**config.mk**
```make
export PLATFORM = sky130hd
export DESIGN_NAME = pipe_hazard_ctrl
export DESIGN_NICKNAME = d
export VERILOG_FILES = /design/src/rtl/pipe_hazard_ctrl.sv
export SDC_FILE = /design/constraint.sdc
export NUM_CORES = 1
export LEC_CHECK = 0
export CORE_MARGIN = 4
export CORE_UTILIZATION = 38
export DETAILED_ROUTE_END_ITERATION = 6
export PLACE_DENSITY = 0.64
export SLEW_MARGIN = 20
export SYNTH_ARGS = -nofsm -noshare
export SYNTH_HDL_FRONTEND = slang
export SYNTH_SLANG_ARGS = --single-unit
```
**constraint.sdc**
```tcl
create_clock -name clk -period 2.7 [get_ports clk]
set_input_delay 0.54 -clock clk [delete_from_list [all_inputs] [get_ports clk]]
set_output_delay 0.54 -clock clk [all_outputs]
set_load 0.01 [all_outputs]
```
**src/rtl/pipe_hazard_ctrl.sv**
```systemverilog
// Hazard and forwarding controller for the 5-stage RV32I pipeline.
//
// Tracks the destination register of every in-flight instruction (EX, MEM, WB, RET).
// Drives the rs1/rs2 forwarding mux selects. Generates the PC/IF-ID hold (stall),
// inserts load-use bubbles and sequences the flush that follows a branch mispredict.
// All datapath muxes live outside this block.
//
// Ports:
//   clk            in   clock, rising edge
//   rst            in   synchronous reset, active-high
//   id_valid       in   ID holds a real instruction
//   id_rs1/id_rs2  in   source register indices of the ID instruction
//   id_use_rs1/2   in   ID instruction actually reads rs1/rs2
//   id_rd          in   destination register index of the ID instruction
//   id_regwen      in   ID instruction writes rd
//   id_is_load     in   ID instruction is a load
//   ex_mispredict  in   EX resolved a branch/jump against the prediction
//   mem_wait       in   data memory not ready, freezes the whole pipeline
//   fwd_sel_rs1/2  out  forward select for the instruction in EX:
//                       00 regfile, 01 EX/MEM ALU, 10 MEM/WB writeback, 11 RET register
//   stall          out  hold PC and the IF/ID register
//   bubble         out  load a NOP into the ID/EX register
//   flush_if_id    out  invalidate the IF/ID register
//   flush_id_ex    out  invalidate the ID/EX register

module pipe_hazard_ctrl #(
    parameter int unsigned FLUSH_CYCLES = 1,  // 1..7
    parameter int unsigned XLEN_REG     = 5
) (
    input  logic                clk,
    input  logic                rst,
    input  logic                id_valid,
    input  logic [XLEN_REG-1:0] id_rs1,
    input  logic [XLEN_REG-1:0] id_rs2,
    input  logic                id_use_rs1,
    input  logic                id_use_rs2,
    input  logic [XLEN_REG-1:0] id_rd,
    input  logic                id_regwen,
    input  logic                id_is_load,
    input  logic                ex_mispredict,
    input  logic                mem_wait,
    output logic [1:0]          fwd_sel_rs1,
    output logic [1:0]          fwd_sel_rs2,
    output logic                stall,
    output logic                bubble,
    output logic                flush_if_id,
    output logic                flush_id_ex
);

    typedef enum logic [1:0] {StRun, StStall, StFlush} state_e;

    typedef struct packed {
        logic                valid;
        logic [XLEN_REG-1:0] rd;
        logic                regwen;
        logic                is_load;
    } trk_t;

    localparam logic [2:0] FlushLoad = 3'(FLUSH_CYCLES - 1);

    state_e     state_q, state_d;
    logic [2:0] cnt_q, cnt_d;
    trk_t       ex_q, mem_q, wb_q, ret_q;
    trk_t       ex_d;
    logic [1:0] sel1_q, sel2_q, sel1_d, sel2_d;
    logic       advance;
    logic       take_id;
    logic       load_use;
    logic       flush;

    // Stage t produces the value of rs for the consumer.
    function automatic logic hit(input trk_t t, input logic [XLEN_REG-1:0] rs,
                                 input logic use_rs);
        return use_rs && t.valid && t.regwen && (t.rd != '0) && (t.rd == rs);
    endfunction

    // Youngest producer wins: current EX becomes MEM (01), MEM becomes WB (10), WB becomes RET (11).
    function automatic logic [1:0] pick(input trk_t ex, input trk_t mem, input trk_t wb,
                                        input logic [XLEN_REG-1:0] rs, input logic use_rs);
        if (hit(ex, rs, use_rs)) begin
            return 2'b01;
        end else if (hit(mem, rs, use_rs)) begin
            return 2'b10;
        end else if (hit(wb, rs, use_rs)) begin
            return 2'b11;
        end
        return 2'b00;
    endfunction

    always_comb begin
        load_use = (state_q == StRun) && id_valid && ex_q.is_load &&
                   (hit(ex_q, id_rs1, id_use_rs1) || hit(ex_q, id_rs2, id_use_rs2));

        stall   = 1'b0;
        bubble  = 1'b0;
        flush   = 1'b0;
        advance = 1'b0;
        state_d = state_q;
        cnt_d   = cnt_q;

        if (rst) begin
            // Outputs stay quiet; the registers are cleared in the state process.
        end else if (mem_wait) begin
            stall = 1'b1;
        end else begin
            advance = 1'b1;
            if (ex_mispredict) begin
                flush = 1'b1;
                cnt_d = FlushLoad;
                // The mispredict cycle itself is the first flush cycle, so a single-cycle
                // flush never needs the FLUSH state.
                state_d = (FLUSH_CYCLES > 1) ? StFlush : StRun;
            end else if (state_q == StFlush) begin
                flush = 1'b1;
                if (cnt_q <= 3'd1) begin
                    cnt_d   = 3'd0;
                    state_d = StRun;
                end else begin
                    cnt_d = cnt_q - 3'd1;
                end
            end else if (load_use) begin
                stall   = 1'b1;
                bubble  = 1'b1;
                state_d = StStall;
            end else begin
                state_d = StRun;
            end
        end

        take_id = id_valid && !flush && !bubble;

        ex_d = '0;
        sel1_d = 2'b00;
        sel2_d = 2'b00;
        if (take_id) begin
            ex_d.valid   = 1'b1;
            ex_d.rd      = id_rd;
            ex_d.regwen  = id_regwen;
            ex_d.is_load = id_is_load;
            sel1_d = pick(ex_q, mem_q, wb_q, id_rs1, id_use_rs1);
            sel2_d = pick(ex_q, mem_q, wb_q, id_rs2, id_use_rs2);
        end
    end

    always_ff @(posedge clk) begin
        if (rst) begin
            state_q <= StRun;
            cnt_q   <= 3'd0;
            ex_q    <= '0;
            mem_q   <= '0;
            wb_q    <= '0;
            ret_q   <= '0;
            sel1_q  <= 2'b00;
            sel2_q  <= 2'b00;
        end else if (advance) begin
            state_q <= state_d;
            cnt_q   <= cnt_d;
            ex_q    <= ex_d;
            mem_q   <= ex_q;
            wb_q    <= mem_q;
            ret_q   <= wb_q;
            sel1_q  <= sel1_d;
            sel2_q  <= sel2_d;
        end
    end

    assign fwd_sel_rs1 = sel1_q;
    assign fwd_sel_rs2 = sel2_q;
    assign flush_if_id = flush;
    assign flush_id_ex = flush;

endmodule

```
Word-level counts from Yosys, hierarchy flattened. Index checks and enable logic that the tools add are counted.

Output and inout bits: 8. Flip-flop bits (word level): 31. Input port bits: 24. Word-level logic and storage cells: 103.

$lt $le $gt $ge: 1. Equal/unequal tests: 8. Reduce and logical (&&, ||, !) cells: 39. Bitwise gates (word level): 1. $add $sub $neg: 1. Multiplexer cells: 39.

Operators with widths (number): $eq 5x5->1 (6); $logic_and 1x1->1 (29); $mux 2 (13); $mux 1 (22); $reduce_bool 5->1 (3); $mux 3 (3); $mux 8 (1); $reduce_and 3->1 (2); $le 3x1->1 const B (1); $ne 3x2->1 const B (1); $sub 3x1->3 const B (1); $eq 2x2->1 const B (1); $logic_not 1->1 (2); $logic_not 2->1 (1); $reduce_bool 2->1 (1); $logic_or 1x1->1 (1); $not 1->1 (1).

Logic depth before layout (Yosys ltp).
Depth after elaboration: 16. Gate-level depth with buffers: 6. Mapped depth without buffers: 5.

Worst setup path before layout. No wires, ideal clock.

Path kind: input port to output port. From: input port id_rs2[1]. To: output port bubble. Stages on the path: 6. Data required time: 2160 ps. Arrival time: 1809 ps. Path buffers: 1. Slack: 351 ps. Cell sequence: xor2_1 -> nor4_2 -> nand3_2 -> a211oi_4 -> buf_6 -> and2_1.

Cells in the longest elaborated chain, start to end: 9.

Ends and longest elaborated chain: start, declared (line 34) `input logic [XLEN_REG-1:0] id_rs2,`; $eq 5x5->1 (line 74) `return use_rs && t.valid && t.regwen && (t.rd != '0) && (t.rd == rs);`; $logic_and 1x1->1 (line 74); $logic_or 1x1->1 (line 92) `(hit(ex_q, id_rs1, id_use_rs1) || hit(ex_q, id_rs2, id_use_rs2));`; $logic_and 1x1->1 (line 91) `load_use = (state_q == StRun) && id_valid && ex_q.is_load &&`; $mux 1 (line 121) `end else if (load_use) begin`; $mux 1 (line 113) `end else if (state_q == StFlush) begin`; $mux 1 (line 107) `if (ex_mispredict) begin`; $mux 1 (line 103) `end else if (mem_wait) begin`; $mux 1 (line 101) `if (rst) begin`; end, declared (line 45) `output logic bubble,`.

Every way passes these cells.

Worst setup path in the final report.
From: input port id_rs1[4]. To: output port stall.

Cells in the longest elaborated chain, start to end: 9.

Ends and longest elaborated chain: start, declared (line 33) `input logic [XLEN_REG-1:0] id_rs1,`; $eq 5x5->1 (line 74); $logic_and 1x1->1 (line 74); $logic_or 1x1->1 (line 92); $logic_and 1x1->1 (line 91); $mux 1 (line 121); $mux 1 (line 113); $mux 1 (line 107); $mux 1 (line 103); $mux 1 (line 101); end, declared (line 44) `output logic stall,`.

Every way passes these cells.

==> results.md <==
- Setup violation total in the final timing report: 0
- Global route overflow: 0
- Synth unique cells: 36
- Arr. time, crit path: roughly 2 ns
- Total CTS buffers: 3
- Clk pwr share: 29.1%
- Mean cell area of the mapped netlist: between 9 and 10 sq um
- Startpoint kind of the worst setup timing path: input port
- Cell at the root of the clock tree: clkbuf_8
- Synthesized net count: approximately 190
- GRT Max-Usage Layer: met2
- Sw power: 0.000179 W
- Logic pwr share: about 17%
- Number of nets still failing antenna checks after routing: 0
- Antenna diode instance count: 0
- Placed Cells: between 200 and 300
- Global-route wire length before repair: roughly 6500 um
- Final worst-path cycle share: 95.8%
- Nets@finish: between 200 and 250
- Clock tree from TritonCTS: done
- Average wire length per cell after detail routing: ~15 um
- Vias in the first global route: about 1400
- Overall power after layout: 0.000758 W
- Post-synthesis sequential area ratio: 35.3%
- Initial antenna violation count: 0
- PortBufs: 31
- CTS hold repair buffers: 0
- Type of destination of the critical path: output pin
- Worst-Skew Late Latency: about 0.26 ns
- Max Fanout on Critical Path: 2
- Leak: around 0.87 nW
- Hold slack: 0.465 ns
- Total global routing track utilization: between 10% and 20%
- Die extent in y: 71.5 um
- Fill cells: 339
- Clock skew after layout: roughly 0.0032 ns
- Routed vias: between 1000 and 1500
- Clk sink count: 27
- DRC violation total after the first TritonRoute iteration: 42
- Die width: 71.5 um
- Number of top-level design ports: 32
- Number of DRC violations after detailed routing: 0
- Status: finished, final reports clean
- Std-Cell Rows: 22
- Fraction of final layout cells with drive strength greater than 1: between 20% and 30%
- Areal power density over the cells: between 300 and 400 nW/um^2
- Max-Slew Margin vs Limit: a little under half
- Layout Cells excl Fill: 261
- Critical Path Slowest Stage Cell: a2111o_1
- Slowest cell delay on critical path: about 0.43 ns
- HP Class: flip-flop to flip-flop
- Synth Register Bits: 27
- Number of buffers between clock root and the deepest sink: 2
- Weighted congestion at the end of routability-driven global placement: approximately 0.82
- Power share of the sequential group: about 54%
- Routing usage on met1: between 10% and 20%
- Number of standard cells after synthesis: about 160
- Net switching share of the total power: 23.5%
- Minimum clock period after layout: about 2.6 ns
- Number of max-slew violations in the final report: 0
- Clock-pin slew of the registers on the worst-case setup and hold paths: ~0.090 ns
- Met2 usage: approximately 28%
- Critical path type: input port to output pin
- Detailed Place HPWL: 3100 um
- Transition time of the tightest slew-check pin: approximately 0.79 ns
- Pin count of the biggest net entering global routing: 18
- Most frequent cells in the layout: dfxtp_1 (27), buf_4 (23), clkdlybuf4s50_1 (21)
- Pre-Repair DR Iteration Count: 4
- Signed area change from the synthesized netlist to the final layout: 35.2%
- # Max-Cap Violations: 0
- Maximum ir drop on the vdd rail: 246 uV
- Total Die Area: around 5100 sq um
- Total of warnings raised by yosys: 0
- Worst Path Required: roughly 2.2 ns
- Final hold violation count: 0
- Syn Std Cell Area: about 1500 sq um
- Most common library cell in the layout ignoring fill and taps: dfxtp_1
- Drt via density: approximately 5
- Internal power summed over all cells: 0.000580 W
- Utilization after layout: about 55%
- Top achievable clock speed: between 300 and 400 MHz
- Initial cell density of the core: approximately two fifths
- Cell breakdown of the critical path: dlygate4sd2_1 > xor2_1 > nor4_2 > nand3_2 > a2111o_1 > a21oi_2 > buf_2
- Placeable core region: 3770 sq um
- Final setup TNS: 0 ns
- RSZ-0062 raised after global routing: false
- H-tree level count: 1
- Met3 GRT Util: under 10%
- Final routed wirelength across all metal layers: about 3900 um
## worst paths after layout
kind,from,to,slack [ns],cells after the start
max,id_rs1[4],stall,0.11,7
min,fwd_sel_rs1[1]$_SDFFE_PP0P_,fwd_sel_rs1[1]$_SDFFE_PP0P_,0.47,2
max reg2reg,ex_q[3]$_SDFFE_PP0P_,fwd_sel_rs2[1]$_SDFFE_PP0P_,0.50,7
min reg2reg,fwd_sel_rs1[1]$_SDFFE_PP0P_,fwd_sel_rs1[1]$_SDFFE_PP0P_,0.47,2
## repair_timing
| action | 4_1_cts | 5_1_grt |
|---|---|---|
| setup buffers | 2 | 1 |
| setup endpoints to repair | 2 | 2 |
| gates resized for setup | 16 | 6 |
| gates cloned | 0 | 0 |
| hold endpoints to repair | 0 | 0 |
| pin swaps | 5 | 7 |
## metal layers
metal,vias to the layer above,share of wire [%]
met5,-,0
met4,0,1.2
met3,4,3.3
met2,21,51
met1,645,45
li1,663,-
## per-stage QoR
step,area [sq um],worst slack [ns]
CTS,2070,0.0125
detailed placement,2020,-0.547
global route,2070,0.0122
floorplan,1530,0.351
finish,2070,0.113
global placement,2020,-0.550
## critical path, delay by kind of cell
kind	cells	cell delay, ns
and+or+nand+nor	2	0.42
AOI/OAI and AO/OA	2	0.54
xor gates and xnor gates	1	0.15
buffers and inverters	2	0.40
## state kept, by name, summed over array words and instances, names as in the netlist
signal / count
mem_q: 7
wb_q: 7
fwd_sel_rs2: 2
state_q: 1
ex_q: 8
fwd_sel_rs1: 2
## power groups by stage
stage                     registers [W]   logic, W  clock network, W
after floorplan                0.000418  0.0000594                 0
after global placement         0.000419   0.000128                 0
after detailed placement       0.000420   0.000132                 0
after CTS                      0.000410   0.000128          0.000229
after global routing           0.000411   0.000137          0.000245
final                          0.000410   0.000128          0.000221
## synthesized netlist by cell type (all sizes together)
cell type | number | area (sq um)
dfxtp | 27 | 541
nor2 | 17 | 63.8
xor2 | 16 | 140
mux2i | 14 | 140
nand2 | 14 | 52.6
xnor2 | 14 | 123
o31ai | 9 | 108
inv | 8 | 30.0
buf | 4 | 27.5
clkbuf | 4 | 15.0
nand4 | 4 | 25.0
nor4 | 4 | 37.5
nor3 | 3 | 15.0
a2bb2oi | 2 | 17.5
nand2b | 2 | 12.5
nand3 | 2 | 20.0
nor2b | 2 | 12.5
o211ai | 2 | 28.8
o41ai | 2 | 17.5
or3 | 2 | 12.5
or4 | 2 | 18.8
a2111o | 1 | 11.3
a211oi | 1 | 20.0
a21oi | 1 | 5.00
a22o | 1 | 8.76
and2 | 1 | 6.26
nor3b | 1 | 7.51
o21ai | 1 | 5.00
o311a | 1 | 10.0
## logic make-up after synthesis
logic type,Yosys count,synth area share [%]
AND/OR/NAND/NOR,54,18.5
multiplexers,14,9.15
XOR/XNOR,30,17.2
flip-flops,27,35.3
buffers and inverters,16,4.74
AO/OA/AOI/OAI,21,15.1
## area by class of cell
cell class	count	area [sq um]	area share, %
Tap cell	48	60.1	2.90
Multi-Input combinational cell	119	922	44.5
Clock buffer	4	45.0	2.18
Inverter	8	30.0	1.45
Timing Repair Buffer	55	473	22.8
Sequential cell	27	541	26.1
(Power assumes the default switching activity.)
